<file path="src/rtl/seq_signed_div.sv">
// Sequential signed divider: restoring division on operand magnitudes, one
// quotient bit per cycle, followed by a sign fix-up cycle. Truncates toward zero.
module seq_signed_div #(
  parameter int unsigned WIDTH = 16
) (
  input  logic             clk,
  input  logic             rst,
  input  logic             start,
  input  logic [WIDTH-1:0] x,
  input  logic [WIDTH-1:0] y,
  output logic [WIDTH-1:0] q,
  output logic [WIDTH-1:0] r,
  output logic             busy,
  output logic             done,
  output logic             div_zero
);

  localparam int unsigned CW = $clog2(WIDTH);

  typedef enum logic [1:0] {StIdle, StCalc, StFix} state_e;

  state_e           r_state;
  state_e           w_state_next;

  logic [WIDTH-1:0] r_dvd;   // dividend magnitude, consumed MSB first
  logic [WIDTH-1:0] r_dsr;   // divisor magnitude
  logic [WIDTH-1:0] r_quo;   // quotient magnitude, filled LSB-ward
  logic [WIDTH:0]   r_rem;   // partial remainder
  logic [CW-1:0]    r_cnt;
  logic             r_sx;
  logic             r_sy;
  logic             r_dz;
  logic [WIDTH-1:0] r_q;
  logic [WIDTH-1:0] r_r;
  logic             r_done;
  logic             r_div_zero;

  logic             w_accept;
  logic [WIDTH:0]   w_xext;
  logic [WIDTH:0]   w_yext;
  logic [WIDTH:0]   w_ax;
  logic [WIDTH:0]   w_ay;
  logic [WIDTH:0]   w_shift;
  logic [WIDTH:0]   w_trial;
  logic [WIDTH-1:0] w_q_fix;
  logic [WIDTH-1:0] w_r_fix;

  // Operand magnitudes in WIDTH+1 bits so the most-negative value is safe.
  assign w_xext = {x[WIDTH-1], x};
  assign w_yext = {y[WIDTH-1], y};
  assign w_ax   = x[WIDTH-1] ? ({(WIDTH+1){1'b0}} - w_xext) : w_xext;
  assign w_ay   = y[WIDTH-1] ? ({(WIDTH+1){1'b0}} - w_yext) : w_yext;

  // Shift the next dividend bit in, then trial-subtract the divisor.
  assign w_shift = {r_rem[WIDTH-1:0], r_dvd[WIDTH-1]};
  assign w_trial = w_shift - {1'b0, r_dsr};

  // Sign fix-up; divide by zero forces an all-ones quotient.
  assign w_q_fix = r_dz ? {WIDTH{1'b1}} :
                   ((r_sx ^ r_sy) ? ({WIDTH{1'b0}} - r_quo) : r_quo);
  assign w_r_fix = r_sx ? ({WIDTH{1'b0}} - r_rem[WIDTH-1:0]) : r_rem[WIDTH-1:0];

  // State register.
  always_ff @(posedge clk) begin
    if (rst) r_state <= StIdle;
    else     r_state <= w_state_next;
  end

  // Next-state logic, handshake decode and busy flag.
  always_comb begin
    w_state_next = r_state;
    w_accept     = 1'b0;
    busy         = 1'b1;
    case (r_state)
      StIdle: begin
        busy = 1'b0;
        if (start) begin
          w_accept     = 1'b1;
          w_state_next = StCalc;
        end
      end
      StCalc:  if (r_cnt == '0) w_state_next = StFix;
      StFix:   w_state_next = StIdle;
      default: w_state_next = StIdle;
    endcase
  end

  // Datapath: capture on accept, iterate in CALC, publish results in FIX.
  always_ff @(posedge clk) begin
    if (rst) begin
      r_dvd      <= '0;
      r_dsr      <= '0;
      r_quo      <= '0;
      r_rem      <= '0;
      r_cnt      <= '0;
      r_sx       <= 1'b0;
      r_sy       <= 1'b0;
      r_dz       <= 1'b0;
      r_q        <= '0;
      r_r        <= '0;
      r_done     <= 1'b0;
      r_div_zero <= 1'b0;
    end else begin
      r_done <= 1'b0;
      case (r_state)
        StIdle: begin
          if (w_accept) begin
            r_dvd      <= w_ax[WIDTH-1:0];
            r_dsr      <= w_ay[WIDTH-1:0];
            r_quo      <= '0;
            r_rem      <= '0;
            r_cnt      <= CW'(WIDTH - 1);
            r_sx       <= x[WIDTH-1];
            r_sy       <= y[WIDTH-1];
            r_dz       <= (y == '0);
            r_div_zero <= 1'b0;
          end
        end
        StCalc: begin
          r_rem <= w_trial[WIDTH] ? w_shift : w_trial;
          r_quo <= {r_quo[WIDTH-2:0], ~w_trial[WIDTH]};
          r_dvd <= {r_dvd[WIDTH-2:0], 1'b0};
          r_cnt <= r_cnt - CW'(1);
        end
        StFix: begin
          r_q        <= w_q_fix;
          r_r        <= w_r_fix;
          r_div_zero <= r_dz;
          r_done     <= 1'b1;
        end
        default: ;
      endcase
    end
  end

  assign q        = r_q;
  assign r        = r_r;
  assign done     = r_done;
  assign div_zero = r_div_zero;

endmodule
</file>
<file path="config.mk">
export PLATFORM = sky130hd
export DESIGN_NAME = seq_signed_div
export DESIGN_NICKNAME = d
export VERILOG_FILES = /design/src/rtl/seq_signed_div.sv
export SDC_FILE = /design/constraint.sdc
export NUM_CORES = 1
export LEC_CHECK = 0
export ABC_AREA = 0
export ABC_CLOCK_PERIOD_IN_PS = 5700
export BUFFER_PORTS_ARGS = -buffer_cell sky130_fd_sc_hd__buf_2
export CORE_MARGIN = 8
export CORE_UTILIZATION = 37
export DETAILED_ROUTE_END_ITERATION = 10
export GPL_ROUTABILITY_DRIVEN = 0
export GPL_TIMING_DRIVEN = 1
export MAX_ROUTING_LAYER = met4
export PLACE_DENSITY = 0.64
export SETUP_SLACK_MARGIN = 0.1
export SYNTH_ARGS = -nofsm -noshare
export SYNTH_HDL_FRONTEND = slang
export SYNTH_SLANG_ARGS = --single-unit
</file>
<file path="constraint.sdc">
create_clock -name clk -period 5.7 [get_ports clk]
set_input_delay 0.285 -clock clk [delete_from_list [all_inputs] [get_ports clk]]
set_output_delay 0.285 -clock clk [all_outputs]
set_load 0.02 [all_outputs]
</file>
==> results.py <==
metrics = {
    "synthesis": {
        "synth-edff-count": 0,
        "synth_cell_type_count": 54,
        "synth-seq-cells": 107,
        "yosys.area_share.xor_xnor_pct": 9.89,
        "synth_compound_area_share_pct": 22.7,
        "synth.cells.most_frequent": "dfxtp_1 (107), nor2_1 (79), nand2_1 (67)",
        "async_flop_share_pct": 0,
        "synth_top_area_share_pct": 36.7,
        "synth_area_sq_um": 5840,
        "avgSynthCellArea_sq_um": 8.23,
        "syn_inst": 710,
        "synth_mux_area_share_pct": 2.91,
        "synth-simple-area-share_pct": 18.2,
        "synth_top_family_by_area": "compound AO/OA/AOI/OAI gates",
        "synth.largest_area_cell": "dfxtp_1",
        "yosysMostFrequentCell": "dfxtp_1",
        "synth_fp_nets": 767,
        "synthAdderAreaFrac_pct": 4.84,
        "yosys_most_used_dff": "dfxtp_1",
        "synth.area.top_cells": "dfxtp_1 (37%), xor2_1 (6.4%), nor2_1 (5.1%)",
        "yosysWarnings": 0,
        "seq_area_frac_synth_pct": 36.7,
    },
    "sta": {
        "worst_pin_slew_ns": 1.18,
        "setup_viol_count_final": 0,
        "fin_crit_sh_pct": 57.2,
        "rsz0062_at_grt": "false",
        "skew_ns": 0.00981,
        "fmax_mhz": 307,
        "setup_tns_ns": 0,
        "slew_violations": 0,
        "slew-limit-headroom_pct": 21.5,
        "finalCriticalPeriod_ns": 3.26,
        "hold_violations": 0,
    },
    "clock_tree": {
        "cts.clk_slew.worst_paths_ns": 0.08,
        "cts_resized": 0,
        "cts_buffers": 9,
        "cts.path.max_buffers": 2,
        "clkSinkCount": 107,
        "ctsHoldBuffers": 0,
        "htree_levels": 3,
        "tritoncts": "built",
        "root_buffer": "clkbuf_16",
        "postCtsSetupBuffers": 0,
        "clk-insertion-delay-late_ns": 0.36,
    },
    "die": {
        "initial_utilization_pct": 37.3,
        "ios": 70,
        "die_w_um": 142,
        "die_area_sq_um": 20100,
        "coreArea_sq_um": 15700,
        "rows": 46,
        "chipHeight_um": 142,
    },
    "worst_setup_path": {
        "required_ns": 5.92,
        "r2r_start": "r_dvd[15]",
        "r2r_end": "r_rem[3]",
        "ff2ff_setup_slack_ns": 2.44,
        "end_kind": "flop",
        "r2r.worst_path.cells": 10,
        "worst_ep_arrival_time_ns": 3.48,
        "start_kind": "flop",
        "crit_fanout": 20,
        "path_class": "reg -> reg",
    },
    "power": {
        "power_uw": 2370,
        "clkPwrFrac_pct": 27.5,
        "switchingPower_uw": 850,
        "netSwitchingFraction_pct": 35.9,
        "peakVddDrop_uv": 171,
        "p_leak_uw": 0.00272,
        "combPwrFrac_pct": 35.3,
        "p_int_uw": 1510,
        "powerDensity_nw_per_um2": 354,
        "seqPwrFrac_pct": 37.2,
    },
    "route": {
        "first_iter_violations": 269,
        "dr.pass1.iters": 4,
        "drt-wirelength-per-cell_um": 14.0,
        "drt_wl_total_um": 13700,
        "ant_nets": 0,
        "via_per_inst": 5.16,
        "drc": 0,
        "num_vias": 5030,
    },
    "global_routing": {
        "antenna_found_initial": 0,
        "grt_max_degree": 49,
        "grt-ovfl-total": 0,
        "grt_usage_pct": 14.1,
        "grt_pass1_wl_um": 22900,
        "grt_pass1_vias": 4558,
    },
    "worst_hold_path": {
        "holdCritPathClass": "in -> reg",
        "hold_depth": 3,
        "holdCritStartpoint": "y[0]",
        "holdPathEnd": "r_dsr[0]",
    },
    "layout": {
        "diodes": 0,
        "drive_gt1_share_pct": 13.4,
        "area_growth_pct": 14.3,
        "nets": 811,
        "final_design_area_no_fill_sq_um": 6680,
    },
    "placed_design": {
        "port_buffers": 69,
        "place_area_sq_um": 6370,
        "hpwlAfterDp_um": 10000,
    },
    "status": {
        "outcome": "finished, final reports clean",
    },
    "flow_run": {
        "drv_cap": 0,
    },
}
## cells in the final DEF (no fill, tap or decap), drive strengths merged, types with 15 or more instances in the layout
| cell | Yosys | layout |
|---|---|---|
| a211oi | 32 | 32 |
| a21oi | 43 | 43 |
| a22o | 15 | 15 |
| buf | 6 | 76 |
| dfxtp | 107 | 107 |
| ha | 21 | 21 |
| inv | 30 | 33 |
| mux2i | 17 | 17 |
| nand2 | 67 | 67 |
| nor2 | 79 | 79 |
| nor3 | 21 | 21 |
| o21ai | 34 | 34 |
| o31ai | 15 | 15 |
| xnor2 | 23 | 23 |
| xor2 | 43 | 43 |
## per-stage QoR
stage | std cells | setup slack [ns] | hold slack (ns) | utilization, %
4_1_cts | 975 | 2.40 | 0.224 | 42.7
5_1_grt | 975 | 2.07 | 0.247 | 42.7
6_report | 975 | 2.44 | 0.238 | 42.7
2_1_floorplan | 710 | 3.29 | 0.421 | -
3_5_place_dp | 959 | 2.43 | 0.453 | 40.7
3_3_place_gp | 959 | 2.50 | 0.443 | 40.7
## registers in the layout, summed over array words and instances, names as in the netlist
| register | cells |
|---|---|
| q | 16 |
| r | 16 |
| r_dsr | 16 |
| r_dvd | 16 |
| r_quo | 16 |
| r_rem | 16 |
| r_cnt | 4 |
| r_state | 2 |
| div_zero | 1 |
| done | 1 |
| r_dz | 1 |
| r_sx | 1 |
| r_sy | 1 |
## worst max-delay path by stage
stage	from	to
floorplan	r_dvd[15]	r_rem[10]
global placement	r_dvd[15]	r_rem[1]
detailed placement	r_dvd[15]	r_rem[3]
CTS	r_dvd[15]	r_rem[3]
global route	r_dvd[15]	r_rem[0]
finish	r_dvd[15]	r_rem[3]
## per-layer routing
layer	routed length [um]	global-route usage, %
met3	600	2.59
met2	5620	19.6
met1	7220	19.8
met5	0	-
met4	211	5.37
## power groups by stage
stage          logic [uW]  clock network, uW  registers [uW]
6_report              835                651             880
5_1_grt               939                703             890
4_1_cts               834                670             879
3_5_place_dp          829                  0             896
3_3_place_gp          828                  0             895
2_1_floorplan         660                  0             880
## area by class of cell
class                   count  area (sq um)
clock inverters             7          83.8
clock buffers               9           225
repair buffers             76           398
multi-input cells         530          3450
inverters                  30           113
fillers                  1632          8970
well taps                 216           270
flip-flops and latches    107          2140
## cells by family (layout without fill, tap and decap cells)
family	after synthesis	after routing
fa+ha+maj	22	22
mux	17	17
buf+inv	73	122
flops	107	107
simple gates	228	228
xor+xnor	66	66
compound gates	197	197
## critical path, stage by stage, from the launching register on
cell      delay [ns]
dfxtp_1         0.34
inv_1           0.06
ha_1            0.21
fa_1            0.38
nand2b_1        0.19
a21oi_1         0.19
o21ai_0         0.16
o211ai_1        0.28
xor2_2          0.94
mux2i_1         0.28
o21ai_0         0.09
(Power assumes the default switching activity.)
